--- src/rtl/frame_rx.sv ---
// frame_rx: UART receiver for payload+CRC-8 frames with framing-error and inter-byte timeout detection
module frame_rx #(
   parameter int unsigned CLKS_PER_BIT = 5208,
   parameter int unsigned TIMEOUT_BITS = 20,
   parameter logic [7:0]  CRC_POLY     = 8'h07
) (
   input  logic       clock,
   input  logic       reset,
   input  logic       enable,
   input  logic       rx,
   output logic [7:0] data_rx,
   output logic       done_rx,
   output logic       result_checksum,
   output logic       frame_error,
   output logic       busy_rx
);
   localparam int unsigned TMO = TIMEOUT_BITS * CLKS_PER_BIT;
   localparam int unsigned BW  = $clog2(CLKS_PER_BIT + 1);
   localparam int unsigned TW  = $clog2(TMO + 1);
   localparam logic [BW-1:0] HALF_M1 = BW'(CLKS_PER_BIT / 2 - 1);
   localparam logic [BW-1:0] FULL_M1 = BW'(CLKS_PER_BIT - 1);
   localparam logic [TW-1:0] TMO_M1  = TW'(TMO - 1);

   typedef enum logic [1:0] {IDLE, START, DATA, STOP} state_t;

   state_t        state_q, state_d;
   logic          rx_meta_q, rx_q;
   logic [BW-1:0] baud_q, baud_d;
   logic [2:0]    bit_q, bit_d;
   logic [7:0]    shift_q, shift_d, pay_q, pay_d, crc_q, crc_d, data_q, data_d;
   logic          idx_q, idx_d, chk_q, chk_d, done_q, done_d, ferr_q, ferr_d;
   logic [TW-1:0] tmo_q, tmo_d;
   logic          tick, start, stop_ok, stop_bad, tmo_hit;

   function automatic logic [7:0] crc8(input logic [7:0] b);
      logic [7:0] c;
      c = b;
      for (int i = 0; i < 8; i++) c = {c[6:0], 1'b0} ^ (c[7] ? CRC_POLY : 8'h00);
      return c;
   endfunction

   // two-stage synchroniser on the serial line, idling high out of reset
   always_ff @(posedge clock or negedge reset)
      if (!reset) {rx_meta_q, rx_q} <= 2'b11;
      else        {rx_meta_q, rx_q} <= {rx, rx_meta_q};

   // bit FSM state register
   always_ff @(posedge clock or negedge reset)
      if (!reset) state_q <= IDLE;
      else        state_q <= state_d;

   // sample strobe and byte-level events decoded from the current state
   always_comb begin
      tick     = baud_q == (state_q == START ? HALF_M1 : FULL_M1);
      start    = enable && state_q == IDLE && !rx_q;
      stop_ok  = enable && state_q == STOP && tick && rx_q;
      stop_bad = enable && state_q == STOP && tick && !rx_q;
      tmo_hit  = enable && idx_q && state_q == IDLE && rx_q && tmo_q == TMO_M1;
   end

   // bit FSM next state; a low enable forces IDLE from anywhere
   always_comb begin
      state_d = state_q;
      case (state_q)
         IDLE:    if (!rx_q) state_d = START;
         START:   if (tick) state_d = rx_q ? IDLE : DATA;
         DATA:    if (tick && bit_q == 3'd7) state_d = STOP;
         STOP:    if (tick) state_d = IDLE;
         default: state_d = IDLE;
      endcase
      if (!enable) state_d = IDLE;
   end

   // datapath and output next values
   always_comb begin
      baud_d  = (!enable || state_q == IDLE || tick) ? '0 : baud_q + 1'b1;
      bit_d   = (!enable || state_q != DATA) ? '0 : bit_q + {2'b00, tick};
      shift_d = (state_q == DATA && tick) ? {rx_q, shift_q[7:1]} : shift_q;
      pay_d   = (stop_ok && !idx_q) ? shift_q : pay_q;
      crc_d   = (stop_ok && !idx_q) ? crc8(shift_q) : crc_q;
      idx_d   = (!enable || stop_bad || tmo_hit) ? 1'b0 : idx_q ^ stop_ok;
      tmo_d   = (!enable || !idx_q || state_q != IDLE || start || tmo_hit) ? '0 : tmo_q + 1'b1;
      done_d  = stop_ok && idx_q;
      ferr_d  = stop_bad || tmo_hit;
      data_d  = done_d ? pay_q : data_q;
      chk_d   = done_d ? (shift_q == crc_q) : chk_q;
   end

   // datapath and output registers
   always_ff @(posedge clock or negedge reset)
      if (!reset) begin
         baud_q  <= '0;
         bit_q   <= '0;
         shift_q <= '0;
         pay_q   <= '0;
         crc_q   <= '0;
         idx_q   <= 1'b0;
         tmo_q   <= '0;
         done_q  <= 1'b0;
         ferr_q  <= 1'b0;
         data_q  <= '0;
         chk_q   <= 1'b0;
      end else begin
         baud_q  <= baud_d;
         bit_q   <= bit_d;
         shift_q <= shift_d;
         pay_q   <= pay_d;
         crc_q   <= crc_d;
         idx_q   <= idx_d;
         tmo_q   <= tmo_d;
         done_q  <= done_d;
         ferr_q  <= ferr_d;
         data_q  <= data_d;
         chk_q   <= chk_d;
      end

   assign data_rx         = data_q;
   assign done_rx         = done_q;
   assign result_checksum = chk_q;
   assign frame_error     = ferr_q;
   assign busy_rx         = state_q != IDLE || idx_q;
endmodule

--- config.mk ---
export PLATFORM = sky130hd
export DESIGN_NAME = frame_rx
export DESIGN_NICKNAME = d
export VERILOG_FILES = /design/src/rtl/frame_rx.sv
export SDC_FILE = /design/constraint.sdc
export NUM_CORES = 1
export LEC_CHECK = 0
export ABC_AREA = 1
export CAP_MARGIN = 20
export CORE_MARGIN = 5
export CORE_UTILIZATION = 29
export DETAILED_ROUTE_END_ITERATION = 10
export SETUP_SLACK_MARGIN = 0.3
export SLEW_MARGIN = 20
export SYNTH_ARGS = -nofsm -noshare
export SYNTH_HDL_FRONTEND = slang
export SYNTH_SLANG_ARGS = --single-unit
--- constraint.sdc ---
create_clock -name clock -period 5.7 [get_ports clock]
set_input_delay 1.14 -clock clock [delete_from_list [all_inputs] [get_ports clock]]
set_output_delay 1.14 -clock clock [all_outputs]
set_load 0.01 [all_outputs]
# Word level (Yosys, flattened, before mapping)
# Index checks and enable logic that the tools add are counted.
# op_classes
n_addsub,3
n_mul,0
div,0
magnitude_cmp,0
n_eq_ne,12
shift,0
mux,20
n_bitwise,9
reduce_logical,31
# op_table
operator,n
$xor A8 B3 Y8,8
$mux W3,9
$mux W13,2
$add A17 B1 Y17 const B,1
$eq A17 B17 Y1 const B,1
$mux W17,1
$logic_and A1 B1 Y1,14
$add A13 B1 Y13 const B,1
$eq A13 B13 Y1,1
$mux W2,6
$ne A3 B3 Y1 const B,4
$logic_or A1 B1 Y1,11
$eq A8 B8 Y1,1
$pmux W2 S4,1
$eq A2 B2 Y1 const B,2
$reduce_and A4 Y1,1
$add A3 B1 Y3,1
$eq A3 B3 Y1 const B,1
$logic_not A1 Y1,3
$eq A2 B1 Y1 const B,1
$logic_not A2 Y1,1
$ne A2 B2 Y1 const B,1
$reduce_bool A2 Y1,1
$mux W1,1
$xor A1 B1 Y1,1
# word_totals
register_bits,73
latch_bits,0
ram_bits,0
romBits,0
input_bits,4
out_inout_bits,12
memories,0

# Depth between registers and ports, before layout
# Gate-level depths: netlist of run 1.
# depth
word_depth,16
ltp_mapped,14
depth_no_buf,14

# Least setup slack after synthesis of run 1
# Ideal clock, no wire load.
# synth_path
path_kind,in2reg
startpoint,input enable
endpoint,register data_q[0] (netlist: data_rx[0])
t_arrival_ps,2343
t_required_ps,5575
slack_ps,3232
path_stages,7
path_cell_list,inv_1 -> nor2_1 -> nand2_1 -> nor2_1 -> ha_1 -> clkbuf_1 -> mux2_2
# synth_between
elab_chain_cells,4
# synth_rtl
item,line,text
from (decl),9,"input logic enable,"
$logic_and A1 B1 Y1 (3 in series),56,stop_ok = enable && state_q == STOP && tick && rx_q;
$logic_and A1 B1 Y1,83,done_d = stop_ok && idx_q;
via done_d,31,"logic idx_q, idx_d, chk_q, chk_d, done_q, done_d, ferr_q, ferr_d;"
to (signal assigned),113,data_q <= data_d;
to (decl),30,"logic [7:0] shift_q, shift_d, pay_q, pay_d, crc_q, crc_d, data_q, data_d;"
# The timed path passes the listed nets, and every way through them passes these cells.
# A chain may end at the register's enable or synchronous reset.

# Final worst setup path of run 1
# layout_path
startpoint,input enable
endpoint,register pay_q[1]
# layout_between
elab_chain_cells,4
# layout_rtl
item,line,text
$logic_and A1 B1 Y1 (3 in series),56,
$logic_and A1 B1 Y1,79,pay_d = (stop_ok && !idx_q) ? shift_q : pay_q;
to (signal assigned),107,pay_q <= pay_d;
to (decl),30,
# Every way passes these cells.

==> results of run 1 <==
==> power groups by stage <==
stage / sequential (mW) / clock, mW / combinational [mW]
after floorplan: 0.551 / 0 / 0.0581
after global placement: 0.553 / 0 / 0.0891
after detailed placement: 0.554 / 0 / 0.0893
after CTS: 0.544 / 0.573 / 0.0901
after global routing: 0.546 / 0.598 / 0.102
final: 0.544 / 0.553 / 0.0883
==> critical path, cell delays in order <==
cell             delay (ns)
clkdlybuf4s50_1        0.54
inv_1                  0.11
nor2_1                 0.11
nand2_1                0.08
nor2_1                 0.17
ha_1                   0.42
inv_1                  0.37
nand2_1                0.14
o21ai_0                0.09
==> registers in the layout, indices dropped and copies added, names as in the netlist <==
signal           count
frame_error          1
idx_q                1
baud_q              13
crc_q                8
done_rx              1
bit_q                3
shift_q              8
pay_q                8
tmo_q               17
rx_meta_q            1
result_checksum      1
data_rx              8
state_q              2
rx_q                 1
==> synth_stat cells (all sizes together) <==
library cell and count:
ha 6, o22ai 1, nor2 55, xnor2 8, a21oi 10, or2 3
buf 5, mux2 7, o221ai 1, nor4 1, inv 49, nand3b 3
nand4 10, nor3 15, a211oi 4, nor3b 5, and3 1, o21a 3
clkbuf 5, xor2 14, dfrtp 71, o211ai 3, dfstp 2, o21ai 20
nand3 20, nand2 87
==> kinds of logic after synthesis <==
logic type / count (synthesis)
buffers and inverters: 59
flip-flops: 73
AO/OA/AOI/OAI: 42
adder cells (fa/ha/maj): 6
AND/OR/NAND/NOR: 200
XOR/XNOR: 22
multiplexers: 7
==> metal layers <==
layer | vias to the layer above | routed length (um) | GRT usage
li1 | 1346 | - | -
met1 | 1272 | 3401 | 0.1333
met2 | 50 | 2994 | 0.1513
met3 | 9 | 307 | 0.03018
met4 | 0 | 91 | 0.03151
met5 | - | 0 | 0
==> final timing paths <==
kind,endpoint,depth (start not counted)
setup / recovery,pay_q[1]$_DFFE_PN0P_,9
hold / removal,rx_q$_DFF_PN1_,0
setup reg to reg,pay_q[1]$_DFFE_PN0P_,11
hold reg to reg,rx_q$_DFF_PN1_,0
max in group asynchronous,shift_q[1]$_DFFE_PN0P_,1
min in group asynchronous,baud_q[2]$_DFF_PN0_,1
==> through the flow <==
| stage | setup WS, ns | utilization | cells |
|---|---|---|---|
| after global routing | 2.473 | 0.3476 | 598 |
| final | 2.713 | 0.3476 | 598 |
| after global placement | 2.484 | 0.3231 | 582 |
| after floorplan | 3.232 | - | 409 |
| after CTS | 2.739 | 0.3476 | 598 |
| after detailed placement | 2.389 | 0.3231 | 582 |
==> cell type report <==
type                            instances  area share
Sequential cell                        73      0.4345
Inverter                               49     0.04368
Clock inverter                          7     0.01694
Clock buffer                            9     0.05349
Tap cell                              168     0.04993
Multi-Input combinational cell        277      0.3664
Timing Repair Buffer                   15     0.03507
==> qor.txt, run 1 <==
# nets final -> 435
CTS tree -> built
Clk slew on worst S/H paths -> 0.06 ns
Clk_lat worst skew -> 0.33 ns
XOR/XNOR Fraction of Synth Area -> 0.05746
Sequential share of the synthesized area -> 0.5061
Final Cell Area -> 4210 sq um
Final Hold Viols -> 0
Crit. End Element -> flip-flop
H-tree Lvls -> 3
Hold Crit Class -> flip-flop to flip-flop
Part of the power in the clock network -> 0.466
Vias post-DR -> 2677
Starting density of the core -> 0.2985
Global router's overall resource usage -> 0.09863
Initial antenna violation count -> 0
Largest net degree at the start of global routing -> 74
Hold buffer count at CTS -> 0
Crit Path Max Fanout -> 21
Post-route ant nets -> 0
Post-Syn Instances -> 409
Pint -> 0.8971 mW
RSZ-0062 raised after global routing -> false
Inserted Diodes -> 0
# setup viols final -> 0
CTS root buf -> clkbuf_16
Avg Inst Size Synth -> 8.838 sq um
WL/cell -> 11.36 um
Most frequent cells in the layout -> 80 x nand2_1, 71 x dfrtp_1, 52 x nor2_1
Via/cell ratio -> 4.477
Worst-Margin Slew -> 0.9084 ns
Routed wire length -> 6794 um
Dpl cell area -> 3914 sq um
Number of library cell types mapped by synthesis -> 38
Worst path arrival time -> 3.17 ns
Fin crit period -> 2.987 ns
Post-Synthesis Cell Area -> 3615 sq um
Deepest clock path buffer count -> 2
Status -> complete, no violations
Fillers -> 1258
HPWL after detailed placement -> 4797 um
Crit path from -> enable
First-pass GRT wire length -> 11830 um
Die footprint -> 14800 sq um
Vias in the first global route -> 2557
GPL Wtd Cong -> 0.8253
YS warnings -> 0
Main area contributors after synthesis -> dfrtp_1 49%, nand2_1 8.3%, nor2_1 5.4%
Hold Crit Start -> rx_meta_q$_DFF_PN1_
Clk sinks -> 73
Max-cap violations -> 0
Pre-antenna DRT Iters -> 4
PostCTS Resize Cnt -> 0
Syn_nets -> 419
Remaining DRCs -> 0
Slew headroom -> 0.3944
Total power -> 1.185 mW
Register bit count reported by yosys -> 73
Layout cells sized above 1 -> 0.1233
Synth top area share -> 0.4915
Post-Synth Adder-Cell Area -> 0.02077
TritonCTS buffer count -> 9
Max Slew Vio Count -> 0
Most common cell after layout, fill and taps aside -> nand2_1
Sequential Power Share -> 0.459
Synth Area in Compound Gates -> 0.07719
Multi-input gate area -> 1543 sq um
Kind of critical path -> input pin to flip-flop
Reg2Reg Setup Slack -> 3.18 ns
Clk_skew -> 0.006584 ns
Postcts setup bufs -> 0
Worst hold margin -> 0.3568 ns
Leading area contributor after synthesis -> dfrtp_1
DIE WIDTH -> 121.6 um
Switching Fraction -> 0.2432
PwrDens -> 281.5 nW/um^2
Switching power -> 0.2882 mW
Synthesis-to-finish area growth -> 16.48%
Critical Path RT -> 5.89 ns
CP Launch Type -> input pin
Total grt overflow -> 0
Largest family of logic cells by synthesized area -> simple AND/OR/NAND/NOR gates
Tcrit/Tclk final -> 0.5240
Setup TNS -> 0 ns
Core Box Area -> 12110 sq um
Buffers on Ports -> 15
Mux cell area share after synthesis -> 0.02181
VDD IR max -> 0.1507 mV
Simple-gate area share of the yosys netlist -> 0.2496
Register area -> 1829 sq um
Core Rows -> 40
Die Span Y -> 121.6 um
Reg2reg start -> baud_q[0]$_DFF_PN0_
Num ports -> 16
Leak -> 1.831 nW
Initial drt markers -> 148
Max frequency -> 334.8 MHz
Combinational Power Share -> 0.075
No activity file was read; power rests on OpenSTA's default activity.
==> run 2: changes to the inputs <==
clock period = 2.61 ns   (was 5.7 ns; I/O delays follow)
==> run 2 against run 1 <==
Against the previous run:
- hold slack got worse by 0.19 ns
- power increased by 120%
- clock-buffer cell count unchanged
- global-route usage increased by 0.32 points
- setup slack got worse by 2.2 ns
- flip-flop and latch count unchanged
- highest routed layer unchanged
==> qor.txt, run 2 (synthesis gave the netlist of run 1 again) <==
H-tree Lvls -> 3 (unchanged)
Initial antenna violation count -> 0 (unchanged)
Most frequent cells in the layout -> 79 x nand2_1, 71 x dfrtp_1, 50 x nor2_1
Slowest cell on crit path -> dfrtp_1
Core Box Area -> 12110 sq um (unchanged)
Critical Path RT -> 2.85 ns (-3.04 ns)
CTS tree -> built
Register area -> 1829 sq um (unchanged)
Pre-antenna DRT Iters -> 5 (+1)
CP Launch Type -> flip-flop
Global router's overall resource usage -> 0.1018 (+0.003215)
Reg2reg end -> result_checksum$_DFFE_PN0P_
Post-route ant nets -> 0 (unchanged)
Vias in the first global route -> 2639 (+3.2%)
Fin crit period -> 2.108 ns
WL/cell -> 11.63 um (+2.3%)
Num ports -> 16 (unchanged)
Remaining DRCs -> 0 (unchanged)
Crit path from -> baud_q[4]$_DFF_PN0_
Reg2Reg Setup Slack -> 0.50 ns (-2.68 ns)
Layout cells sized above 1 -> 0.1533 (+0.03006)
Total power -> 2.631 mW (+120%)
Clk sinks -> 73 (unchanged)
CP peak stage delay -> 0.43 ns (-0.11 ns)
R2R depth -> 15 (+4)
Hold buffer count at CTS -> 0 (unchanged)
Crit Path Max Fanout -> 12 (-43%)
Place WS -> 0.2101 ns (-2.179 ns)
Regs by FF count -> tmo_q: 17 flops, baud_q: 13 flops
Critical path endpoint -> result_checksum$_DFFE_PN0P_
Crit-path cells -> inv_1 > nand2_1 > nor2_1 > nand2_1 > nand2_2 > nand2_2 > nor2_4 > nand2_2 > nor2_4 > ha_2 > buf_12 > nand4_1 > nor3_2 > nand2_1 > o21ai_0
Synthesis-to-finish area growth -> 19.73%
Final worst slack -> 0.5019 ns (-2.211 ns)
Final Cell Area -> 4328 sq um (+2.8%)
CTS root buf -> clkbuf_16
Routed wire length -> 7035 um (+3.5%)
Kind of critical path -> flip-flop to flip-flop
Most common cell after layout, fill and taps aside -> nand2_1
Reg2reg start -> baud_q[4]$_DFF_PN0_
TritonCTS buffer count -> 9 (unchanged)
Max-cap violations -> 0 (unchanged)
Max reg flops -> 17 (unchanged)
Tcrit/Tclk final -> 0.8077
Starting density of the core -> 0.2985 (unchanged)
Clk slew on worst S/H paths -> 0.06 ns (about the same)
Core Rows -> 40 (unchanged)
# nets final -> 442 (+1.6%)
Clk_lat worst skew -> 0.34 ns (about the same)
Die footprint -> 14800 sq um (unchanged)
Largest net degree at the start of global routing -> 74 (unchanged)
HPWL after detailed placement -> 4741 um (-1.2%)
WP depth -> 15 (+6)
PwrDens -> 608.0 nW/um^2 (+120%)
Max Slew Vio Count -> 0 (unchanged)
Deepest clock path buffer count -> 2 (unchanged)
Dpl cell area -> 3961 sq um (+1.2%)
Dpl cells -> 585 (+0.52%)
# setup viols final -> 0 (unchanged)
Top reg by flops -> tmo_q
Multi-input gate area -> 1575 sq um (+2.1%)
Hold Crit Class -> input pin to async pin
Max frequency -> 474.4 MHz
First-pass GRT wire length -> 12180 um (+2.9%)
Slew headroom -> 0.6510 (+0.2566)
Initial drt markers -> 113 (-24%)
Clk_skew -> 0.009839 ns (+0.003255 ns)
Inserted Diodes -> 0 (unchanged)
Worst path arrival time -> 2.35 ns (-0.82 ns)
Worst hold margin -> 0.1653 ns (-0.1915 ns)
Setup TNS -> 0 ns (unchanged)
Final Hold Viols -> 0 (unchanged)
GPL Wtd Cong -> 0.8396 (+1.7%)
Worst-Margin Slew -> 0.5220 ns (-0.3865 ns)
Buffers on Ports -> 15 (unchanged)
Leak -> 1.877 nW (+2.5%)
Fillers -> 1281 (+1.8%)
Crit. End Element -> flip-flop
Layout Cells excl Fill -> 605 (+1.2%)
Delay-heaviest family, CP -> simple AND/OR/NAND/NOR gates
Via/cell ratio -> 4.478 (about the same)
VDD IR max -> 0.3643 mV (+140%)
Total grt overflow -> 0 (unchanged)
Die Span Y -> 121.6 um (unchanged)
RSZ-0062 raised after global routing -> false
Vias post-DR -> 2709 (+1.2%)
Status -> complete, no violations
DIE WIDTH -> 121.6 um (unchanged)
Finished Core Util -> 0.3573 (+0.009711)
CP bufs+invs -> 2 (-1)
## run 2: cell count changes in the layout (fill, tap and decap cells not counted), sizes merged
cell	previous run	this run
clkinvlp	3	4
inv	49	50
buf	1	6
## run 2: layout make-up
| cell class | count | share of cell area |
|---|---|---|
| clock buffers | 9 | 0.05204 |
| clock inverters | 7 | 0.01792 |
| inverters | 49 | 0.04337 |
| multi-input cells | 277 | 0.3640 |
| flip-flops and latches | 73 | 0.4227 |
| well taps | 168 | 0.04857 |
| repair buffers | 20 | 0.04857 |
| repair inverters | 2 | 0.002891 |
## run 2: metal layers
layer	vias up	GRT usage	routed length, um
met4	0	0.03641	104
li1	1368	-	-
met1	1268	0.1324	3392
met3	10	0.03343	372
met5	-	0	0
met2	63	0.1589	3165
## run 2: worst min path at each step
stage	start	endpoint	slack, ns	depth (start not counted)
4_1_cts	reset	baud_q[2]$_DFF_PN0_	0.20	2
2_1_floorplan	reset	baud_q[0]$_DFF_PN0_	0.23	0
3_3_place_gp	rx_meta_q$_DFF_PN1_	rx_q$_DFF_PN1_	0.35	0
5_1_grt	reset	baud_q[0]$_DFF_PN0_	0.22	2
6_report	reset	baud_q[2]$_DFF_PN0_	0.17	2
3_5_place_dp	rx_meta_q$_DFF_PN1_	rx_q$_DFF_PN1_	0.35	0
## run 2: repair_timing
item	4_1_cts	5_1_grt
resized for setup	0	10
buffers inserted	0	2
hold endpoints to repair	0	0
endpoints found under the setup margin	0	23
## run 2: worst reg2reg max path: cells and delay by family (launching register included)
| family | cells | cell delay, ns |
|---|---|---|
| AO/OA/AOI/OAI | 1 | 0.10 |
| adder cells (fa/ha/maj) | 1 | 0.21 |
| AND/OR/NAND/NOR | 11 | 1.01 |
| flip-flops | 1 | 0.43 |
| buffers and inverters | 2 | 0.27 |
## run 2: power breakdown
group	total (mW)	leakage [nW]	internal, mW	switching [mW]
clock network	1.24	0.146	0.748	0.494
registers	1.19	0.995	1.16	0.0301
logic	0.202	0.736	0.0673	0.134
total	2.63	1.88	1.97	0.658
==> run 3: changes to the inputs <==
clock period = 2.2 ns   (was 2.61 ns; I/O delays follow)
==> run 3 against run 2 <==
Against the previous run:
- via count grew 3.2%
- wire length increased by 4.8%
- non-clock buffer count up 28
- combinational power is 61% higher
- global-route usage increased by 0.65 points
- critical path type unchanged
- largest power group unchanged
==> qor.txt, run 3 (synthesis gave the netlist of run 1 again) <==
Dpl cell area -> 4010 sq um (+1.2%)
Layout Cells excl Fill -> 634 (+4.8%)
R2R depth -> 13 (-2)
Final worst slack -> 0.2084 ns (-0.2935 ns)
Clk_skew -> 0.01158 ns (+0.001742 ns)
Reg2Reg Setup Slack -> 0.21 ns (-0.29 ns)
Worst hold margin -> 0.1431 ns (-0.02216 ns)
Clk slew on worst S/H paths -> 0.06 ns (about the same)
Met2 wire length -> 3482 um (+10%)
Met3 routed WL -> 284 um (-24%)
Global router's overall resource usage -> 0.1083 (+0.006469)
Hold Crit Class -> input pin to async pin
CP Launch Type -> flip-flop
Layout cells sized above 1 -> 0.2318 (+0.07844)
Vias post-DR -> 2797 (+3.2%)
Largest net degree at the start of global routing -> 55 (-26%)
Multi-input gate area -> 1644 sq um (+4.4%)
Die footprint -> 14800 sq um (unchanged)
Max reg flops -> 17 (unchanged)
H-tree Lvls -> 3 (unchanged)
Routed wire length -> 7371 um (+4.8%)
Worst-Margin Slew -> 0.6897 ns (+0.1678 ns)
Met1 WL -> 3480 um (+2.6%)
Final Cell Area -> 4686 sq um (+8.3%)
Clk sinks -> 73 (unchanged)
Register area -> 1831 sq um (about the same)
Finished Core Util -> 0.3869 (+0.02954)
Worst path arrival time -> 2.21 ns (-0.14 ns)
First-pass GRT wire length -> 12920 um (+6.1%)
Fillers -> 1230 (-4.0%)
CTS tree -> built
Core Rows -> 40 (unchanged)
Post-route ant nets -> 0 (unchanged)
Slew headroom -> 0.5402 (-0.1108)
Total grt overflow -> 0 (unchanged)
Critical path endpoint -> data_rx[2]$_DFFE_PN0P_
Status -> complete, no violations
PwrDens -> 752.1 nW/um^2 (+24%)
Top reg by flops -> tmo_q
TritonCTS buffer count -> 9 (unchanged)
Max frequency -> 502.1 MHz (+5.9%)
Most common cell after layout, fill and taps aside -> nand2_1
Max Slew Vio Count -> 0 (unchanged)
Remaining DRCs -> 0 (unchanged)
Critical Path RT -> 2.42 ns (-0.43 ns)
Clk_lat worst skew -> 0.34 ns (about the same)
Via/cell ratio -> 4.412 (-1.5%)
Buffers on Ports -> 15 (unchanged)
Leak -> 2.090 nW (+11%)
Num ports -> 16 (unchanged)
Crit Path Max Fanout -> 5 (-7)
Starting density of the core -> 0.2985 (unchanged)
Dpl cells -> 593 (+1.4%)
VDD IR max -> 0.5213 mV (+43%)
Core Box Area -> 12110 sq um (unchanged)
Crit path from -> state_q[0]$_DFFE_PN0P_
Vias in the first global route -> 2809 (+6.4%)
Regs by FF count -> tmo_q: 17 flops, baud_q: 13 flops
# setup viols final -> 0 (unchanged)
Most frequent cells in the layout -> 75 x nand2_1, 70 x dfrtp_1, 48 x nor2_1
Inserted Diodes -> 0 (unchanged)
Crit. End Element -> flip-flop
WL/cell -> 11.63 um (about the same)
Reg2reg end -> data_rx[2]$_DFFE_PN0P_
Kind of critical path -> flip-flop to flip-flop
CTS root buf -> clkbuf_16
Reg2reg start -> state_q[0]$_DFFE_PN0P_
DR top layer -> met4
GPL Wtd Cong -> 0.8652 (+3.0%)
RSZ-0062 raised after global routing -> true
Tcrit/Tclk final -> 0.9053 (+0.09756)
Initial antenna violation count -> 0 (unchanged)
HPWL after detailed placement -> 4897 um (+3.3%)
Synthesis-to-finish area growth -> 29.63%
Final Hold Viols -> 0 (unchanged)
Setup TNS -> 0 ns (unchanged)
DIE WIDTH -> 121.6 um (unchanged)
Max-cap violations -> 0 (unchanged)
Place WS -> -0.04986 ns (-0.2599 ns)
Initial drt markers -> 202 (+79%)
Pre-antenna DRT Iters -> 4 (-1)
Total power -> 3.524 mW (+34%)
# nets final -> 471 (+6.6%)
Fin crit period -> 1.992 ns (-0.1165 ns)
Die Span Y -> 121.6 um (unchanged)
Deepest clock path buffer count -> 2 (unchanged)
==> run 3: cell count changes in the layout (fill, tap and decap cells not counted), moves of 2 or more <==
cell       delta
nand2_4       +3
bufinv_16     +3
nor2_1        -2
inv_2         +2
nand2_1       -4
o21ai_1       +4
o21ai_0       -5
buf_4        +23
inv_1         -2
buf_6         +5
==> run 3: per-layer routing <==
metal,global-route usage,vias up
met4,0.04342,0
met1,0.1359,1324
li1,-,1420
met2,0.1737,43
met5,0,-
met3,0.03389,10
==> run 3: where the power goes <==
part / switching (mW) / total (mW) / internal (mW)
clock: 0.567 / 1.80 / 1.23
sequential: 0.0300 / 1.40 / 1.37
combinational: 0.199 / 0.325 / 0.126
==> run 3: cell type report <==
type,count,area share
clock buffer,10,0.04887
tap,168,0.04486
timing repair buffer,48,0.09052
sequential,73,0.3907
timing repair inverter,3,0.004806
multi-input combinational,277,0.3509
clock inverter,6,0.02937
inverter,49,0.04005
==> run 3: how the worst min path moves through the flow <==
stage                                   start              endpoint  cells past startpoint  slack [ns]
after floorplan                         reset   baud_q[0]$_DFF_PN0_                      0        0.14
after global placement    rx_meta_q$_DFF_PN1_        rx_q$_DFF_PN1_                      0        0.35
after detailed placement  rx_meta_q$_DFF_PN1_        rx_q$_DFF_PN1_                      0        0.35
after CTS                               reset  pay_q[4]$_DFFE_PN0P_                      1        0.18
after global routing                    reset   baud_q[4]$_DFF_PN0_                      1        0.21
final                                   reset   baud_q[8]$_DFF_PN0_                      1        0.14
==> run 3: timing repair <==
action                                  in CTS  in global routing
cloned                                       3                  1
setup buffers                               12                  9
endpoints found under the setup margin      26                 29
hold buffers                                 0                  0
pin swaps                                    7                  7
gates resized for setup                     15                 23
==> run 3: worst max-delay path, stage by stage, from the launching register on <==
cell      delay, ns
dfrtp_1        0.42
inv_1          0.08
nor2_2         0.10
nand3b_1       0.10
nand2_2        0.10
inv_2          0.05
nor2_4         0.11
nand2_2        0.08
nor2_4         0.09
buf_4          0.12
ha_4           0.14
buf_12         0.11
buf_4          0.10
mux2_4         0.28
